File: config.mk
export PLATFORM = sky130hd
export DESIGN_NAME = vx_writeback_unit
export DESIGN_NICKNAME = d
export VERILOG_FILES = /design/src/rtl/vx_writeback_unit_pkg.sv /design/src/rtl/vx_writeback_unit.sv
export SDC_FILE = /design/constraint.sdc
export NUM_CORES = 1
export LEC_CHECK = 0
export CORE_AREA = 4 4 493 495
export CTS_CLUSTER_DIAMETER = 200
export DETAILED_ROUTE_END_ITERATION = 12
export DIE_AREA = 0 0 497 499
export PLACE_DENSITY_LB_ADDON = 0.3
export SYNTH_ARGS = -nofsm -noshare
export SYNTH_HDL_FRONTEND = slang
export SYNTH_SLANG_ARGS = --single-unit
export TNS_END_PERCENT = 100
File: constraint.sdc
create_clock -name clk -period 1.6 [get_ports clk]
set_input_delay 0.32 -clock clk [delete_from_list [all_inputs] [get_ports clk]]
set_output_delay 0.32 -clock clk [all_outputs]
set_load 0.02 [all_outputs]
File: src/rtl/vx_writeback_unit_pkg.sv
// Shared configuration for the cache writeback unit: FSM state encoding and
// helpers that derive the line-select geometry from the cache parameters.
package vx_writeback_unit_pkg;

  // Writeback FSM encoding, kept as plain constants so older code can compare
  // against them directly.
  localparam int         WB_STATE_BITS = 2;
  localparam logic [1:0] WB_IDLE       = 2'd0;
  localparam logic [1:0] WB_READ       = 2'd1;
  localparam logic [1:0] WB_SEND       = 2'd2;
  localparam logic [1:0] WB_CLEAR      = 2'd3;

  // Number of lines held by one bank of the data store.
  function automatic int wb_lines_per_bank(input int cache_size,
                                           input int line_size,
                                           input int num_banks);
    return cache_size / (line_size * num_banks);
  endfunction

  // Width of a line index; never below one bit so a single-line bank still
  // has a legal vector type.
  function automatic int wb_line_select_bits(input int lines_per_bank);
    return (lines_per_bank > 1) ? $clog2(lines_per_bank) : 1;
  endfunction

endpackage

File: src/rtl/vx_writeback_unit.sv
// Cache writeback unit. Writes a single evicted line back to memory, or walks
// every line of the bank on a flush, writing the dirty bytes of each valid line
// and clearing the dirty bits afterwards. The data store has one cycle of read
// latency: the line index is registered on acceptance and the store output is
// captured in READ.
module vx_writeback_unit
  import vx_writeback_unit_pkg::*;
#(
  parameter int  CACHE_SIZE       = 16384,
  parameter int  CACHE_LINE_SIZE  = 64,
  parameter int  NUM_BANKS        = 1,
  parameter int  WORD_SIZE        = 4,
  parameter int  TAG_WIDTH        = 20,
  localparam int LINES_PER_BANK   = wb_lines_per_bank(CACHE_SIZE, CACHE_LINE_SIZE, NUM_BANKS),
  localparam int LINE_SELECT_BITS = wb_line_select_bits(LINES_PER_BANK)
) (
  input  logic                              clk,
  input  logic                              reset,

  input  logic                              evict_valid,
  input  logic [LINE_SELECT_BITS-1:0]       evict_line,
  input  logic [TAG_WIDTH-1:0]              evict_tag,
  output logic                              evict_ready,

  input  logic                              flush_start,
  output logic                              flush_done,
  output logic                              busy,

  output logic [LINE_SELECT_BITS-1:0]       ds_read_addr,
  input  logic [CACHE_LINE_SIZE*8-1:0]      ds_read_data,
  input  logic [CACHE_LINE_SIZE-1:0]        ds_read_dirtyb,
  input  logic [TAG_WIDTH-1:0]              ts_read_tag,
  input  logic                              ts_read_valid,

  output logic                              ds_clear_valid,
  output logic [LINE_SELECT_BITS-1:0]       ds_clear_addr,

  output logic                              mem_req_valid,
  output logic [TAG_WIDTH+LINE_SELECT_BITS-1:0] mem_req_addr,
  output logic [CACHE_LINE_SIZE*8-1:0]      mem_req_data,
  output logic [CACHE_LINE_SIZE-1:0]        mem_req_byteen,
  input  logic                              mem_req_ready
);

  localparam logic [LINE_SELECT_BITS-1:0] LAST_LINE = LINE_SELECT_BITS'(LINES_PER_BANK - 1);

  // A line must hold a whole number of words; anything else is a bad build.
  if ((CACHE_LINE_SIZE % WORD_SIZE) != 0) begin : g_bad_word_size
    $error("vx_writeback_unit: CACHE_LINE_SIZE must be a multiple of WORD_SIZE");
  end

  logic [WB_STATE_BITS-1:0]      state;
  logic [WB_STATE_BITS-1:0]      state_next;
  logic                          flush_mode;
  logic [LINE_SELECT_BITS-1:0]   line_reg;
  logic [TAG_WIDTH-1:0]          tag_reg;
  logic [CACHE_LINE_SIZE*8-1:0]  data_reg;
  logic [CACHE_LINE_SIZE-1:0]    mask_reg;
  logic                          writable;
  logic                          last_line;
  logic                          accept_flush;
  logic                          accept_evict;

  // Decode request acceptance, the writable test and the next FSM state.
  always_comb begin
    accept_flush = (state == WB_IDLE) && flush_start;
    accept_evict = (state == WB_IDLE) && !flush_start && evict_valid;
    writable     = (ds_read_dirtyb != '0) && (!flush_mode || ts_read_valid);
    last_line    = (line_reg == LAST_LINE);
    state_next   = state;
    case (state)
      WB_IDLE:  if (accept_flush || accept_evict) state_next = WB_READ;
      WB_READ:  state_next = writable ? WB_SEND : WB_CLEAR;
      WB_SEND:  if (mem_req_ready) state_next = WB_CLEAR;
      WB_CLEAR: state_next = (flush_mode && !last_line) ? WB_READ : WB_IDLE;
      default:  state_next = WB_IDLE;
    endcase
  end

  // FSM state register; reset abandons whatever line was in flight.
  always_ff @(posedge clk or negedge reset) begin
    if (!reset) begin
      state <= WB_IDLE;
    end else begin
      state <= state_next;
    end
  end

  // Line index, mode and tag: loaded on acceptance, stepped after each flush clear.
  always_ff @(posedge clk or negedge reset) begin
    if (!reset) begin
      flush_mode <= 1'b0;
      line_reg   <= '0;
      tag_reg    <= '0;
    end else begin
      if (accept_flush) begin
        flush_mode <= 1'b1;
        line_reg   <= '0;
      end else if (accept_evict) begin
        flush_mode <= 1'b0;
        line_reg   <= evict_line;
        tag_reg    <= evict_tag;
      end else if (state == WB_READ && flush_mode) begin
        tag_reg    <= ts_read_tag;
      end else if (state == WB_CLEAR && flush_mode && !last_line) begin
        line_reg   <= line_reg + LINE_SELECT_BITS'(1);
      end
    end
  end

  // Capture the store output one cycle after the index was presented; held
  // unchanged through SEND so the memory request stays stable while stalled.
  always_ff @(posedge clk or negedge reset) begin
    if (!reset) begin
      data_reg <= '0;
      mask_reg <= '0;
    end else if (state == WB_READ) begin
      data_reg <= ds_read_data;
      mask_reg <= ds_read_dirtyb;
    end
  end

  // Outputs come from registers or the state alone, never from mem_req_ready.
  always_comb begin
    evict_ready    = (state == WB_IDLE);
    busy           = (state != WB_IDLE);
    ds_read_addr   = line_reg;
    ds_clear_valid = (state == WB_CLEAR);
    ds_clear_addr  = line_reg;
    flush_done     = (state == WB_CLEAR) && flush_mode && last_line;
    mem_req_valid  = (state == WB_SEND);
    mem_req_addr   = {tag_reg, line_reg};
    mem_req_data   = data_reg;
    mem_req_byteen = mask_reg;
  end

endmodule

==> summary.md <==
| Metric | Value |
|---|---|
| I/O Pins | `1,255` |
| TritonCTS clock tree | `built` |
| Placed wire-length estimate | `141.0 mm` |
| Max stage delay on crit path | `around 0.39 ns` |
| Worst reg-to-reg setup slack | `-0.45 ns` |
| IO Port Bufs | `1,254` |
| Area Overhead vs Synth | `111.0%` |
| CP Launch Type | `flop` |
| Setup crit end kind | `primary output` |
| Seq/Total Area, Yosys | `65.07%` |
| Synth cell count leaders | `dfrtp_1 (607), mux2_2 (576), buf_4 (54)` |
| Failing checks | `negative setup slack` |
| CTS root buf | `clkbuf_16` |
| CP delay by family, top | `flip-flops` |
| Clock Path Buffers | `3` |
| Cell count after placement | `5,932` |
| Max-cap violation count | `0` |
| Worst Setup Slack, final | `-0.4670 ns` |
| First-pass GRT wire length | `approximately 210 mm` |
| Adder-cell area share of the yosys netlist | `0.3216%` |
| Crit path launch | `ds_clear_addr[1]$_DFFE_PN0P_` |
| Final Instance Count excl. Fillers | `between 6,000 and 7,000` |
| WS Path Type | `reg -> out` |
| Post-route ant nets | `0` |
| Worst Path Max Fanout | `5` |
| H-Tree Depth | `3` |
| Yosys warns | `0` |
| Syn nets | `just over 2,000` |
| Area share of and/or/nand/nor cells after synthesis | `under 10%` |
| Post-synth cell types | `46` |
| Core area | `237,900 um^2` |
| Post-route DRC | `0` |
| Largest net degree at the start of global routing | `52` |
| Worst Path Buf+Inv | `1` |
| Max Freq | `between 0.4 and 0.5 GHz` |
| Starting density of the core | `9.814%` |
| Clock Skews | `approximately 0.054 ns` |
| Vias in the first global route | `around 20,000` |
| Max reg flops | `around 500` |
| Worst-path clk slew | `0.06 ns` |
| Worst Path Required | `1.28 ns` |
| NumNets Final | `about 3,700` |
| Pins Over Slew Limit | `0` |
| # setup viols final | `approximately 670` |
| Filler instances | `25,650` |
| Drt via density | `3.100` |
| Die area | `248,000 um^2` |
| Total track usage | `12.92%` |
| Final min period | `2.067 ns` |
| RSZ-0062 raised after global routing | `true` |
| Die width | `approximately 500 um` |
| R2r startpoint | `state[0]$_DFFE_PN0P_` |
| CP max stage cell | `dfrtp_2` |
| Final hold violations | `0` |
| Max IR drop VDD | `about 0.0012 V` |
| Initial DRC Count | `between 700 and 800` |
| Share of the synthesized area in the top cell type | `roughly two thirds` |
| Total gr overflow | `0` |
| Status | `finished, violations left` |
| 1st-pass router iterations | `5` |
| Synth Area in XOR/XNOR | `0%` |
| Die Ht | `499 um` |
| Worst EP arrival | `around 1.8 ns` |
| EDFF count, synth | `0` |
| Syn Inst Count | `between 1,000 and 1,500` |
| CTS Buf Count | `slightly below 90` |
| Yosys top cell by area | `dfrtp_1` |
| Row count | `about 180` |
| Mean routed wirelength per cell | `roughly 28 um` |
| Main combinational cell family by area after synthesis | `multiplexers` |
| Synth area leaders | `dfrtp_1 (65%), mux2_2 (28%), buf_4 (1.7%)` |
| Post-synthesis compound-gate area fraction | `under 10%` |
| Slew headroom | `approximately 43%` |
| HP Class | `in -> async` |
| RePlAce Congestion | `0.8825` |
| Fraction of layout cells with a size suffix above 1 | `56.55%` |
| Clock latency on the worst-skew pair | `roughly 0.7 ns` |
| # clock sinks | `607` |
| Worst R2R Path Depth | `9` |
| Critical-path cell list | `ha_4 -> and3_4 -> nand2_2 -> nor2_4 -> buf_6` |
| Levels on crit path | `5` |
| Final wirelength | `174.2 mm` |
| Synthesis-stage register bit count | `around 610` |
| Final period util | `129.2%` |
| Power per standard cell area | `around 2500 nW/um^2` |
| Initial antenna violation count | `70` |
| Leak Pwr | `roughly 21 nW` |
| Mapped cell area | `between 20,000 and 25,000 um^2` |
| Fraction of registers with async set/reset | `100.0%` |
| Most frequent cell after synthesis | `dfrtp_1` |
| Avg Cell Area, Syn | `around 16 um^2` |
| Synth Flop Type | `dfrtp_1` |
| Tot Pwr | `between 0.1 and 0.15 W` |
| Post-layout util | `between 20% and 30%` |
| Least-Margin Pin Slew | `around 0.85 ns` |
| Multiplexer share of the synthesized area | `between 20% and 30%` |
| Via count | `19,420` |
worst paths after layout:
path                                                 end
max in group asynchronous  mem_req_data[101]$_DFFE_PN0P_
max reg2reg                mem_req_data[237]$_DFFE_PN0P_
min in group clk            mem_req_data[48]$_DFFE_PN0P_
min                        mem_req_data[355]$_DFFE_PN0P_
max                                           flush_done
min reg2reg                      tag_reg[15]$_DFFE_PN0P_
metal layers:
layer	vias to the layer above	track usage, %	wire, um
li1	8361	-	-
met1	9730	13.46	63990
met2	1083	21.02	80130
met3	232	9.296	26090
met4	16	2.952	3921
met5	-	0	94
logic make-up after synthesis:
logic type,count (synthesis)
flops,607
compound gates,52
mux,598
fa+ha+maj,6
buf+inv,95
simple gates,82
repair_timing:
| action | CTS | global route |
|---|---|---|
| pin swaps | 11 | 36 |
| endpoints found under the setup margin | 1231 | 1219 |
| buffers inserted | 67 | 38 |
| gates cloned | 8 | 53 |
| hold endpoints to repair | 333 | 0 |
| hold buffers | 1 | 0 |
| resized for setup | 2512 | 295 |
cell type report:
cell class / instances / area, um^2 / share of cell area, %
Timing Repair Buffer: 1576 / 18780 / 38.13
Sequential cell: 607 / 15210 / 30.88
Multi-Input combinational cell: 738 / 8330 / 16.92
Tap cell: 3167 / 3963 / 8.047
Clock buffer: 123 / 2512 / 5.102
Clock inverter: 34 / 389.1 / 0.7902
Antenna cell: 17 / 42.54 / 0.08639
Inverter: 4 / 22.52 / 0.04573
metrics by stage:
| step | worst slack [ns] | setup TNS (ns) | cell area, um^2 | hold WS, ns |
|---|---|---|---|---|
| after floorplan | -0.04120 | -20.63 | 23420 | 0.02441 |
| after global placement | -1.195 | -191.25 | 42430 | 0.2370 |
| after detailed placement | -1.210 | -199.40 | 42430 | 0.2358 |
| after CTS | -0.6620 | -343.60 | 46740 | 0.04465 |
| after global routing | -0.5969 | -246.81 | 49220 | 0.09859 |
| final | -0.4670 | -171.16 | 49240 | 0.1486 |
cells in the final DEF (no fill, tap or decap), drive strengths merged, types with 2 or more instances in the layout:
| master | Yosys | routed |
|---|---|---|
| nor4 | 15 | 15 |
| o31ai | 2 | 2 |
| dfrtp | 607 | 607 |
| diode | 0 | 17 |
| nand3b | 3 | 3 |
| clkinvlp | 0 | 5 |
| mux2i | 21 | 21 |
| inv | 4 | 10 |
| nor2 | 9 | 9 |
| nand4 | 4 | 4 |
| o22ai | 2 | 2 |
| and3 | 2 | 2 |
| a32o | 2 | 2 |
| nor3b | 2 | 2 |
| nand3 | 3 | 3 |
| ha | 6 | 6 |
| a31oi | 2 | 2 |
| clkdlybuf4s50 | 0 | 628 |
| clkinv | 0 | 19 |
| mux2 | 577 | 577 |
| bufinv | 0 | 4 |
| a21o | 4 | 4 |
| clkbuf | 2 | 164 |
| o21ai | 23 | 23 |
| nand2 | 38 | 38 |
| a21oi | 7 | 7 |
| buf | 89 | 905 |
power breakdown:
part	total, W	internal [W]	switching, W
registers	0.0303	0.0235	0.00681
clock network	0.0198	0.0116	0.00812
logic	0.0712	0.0387	0.0326
total	0.121	0.0738	0.0475
(Power assumes the default switching activity.)
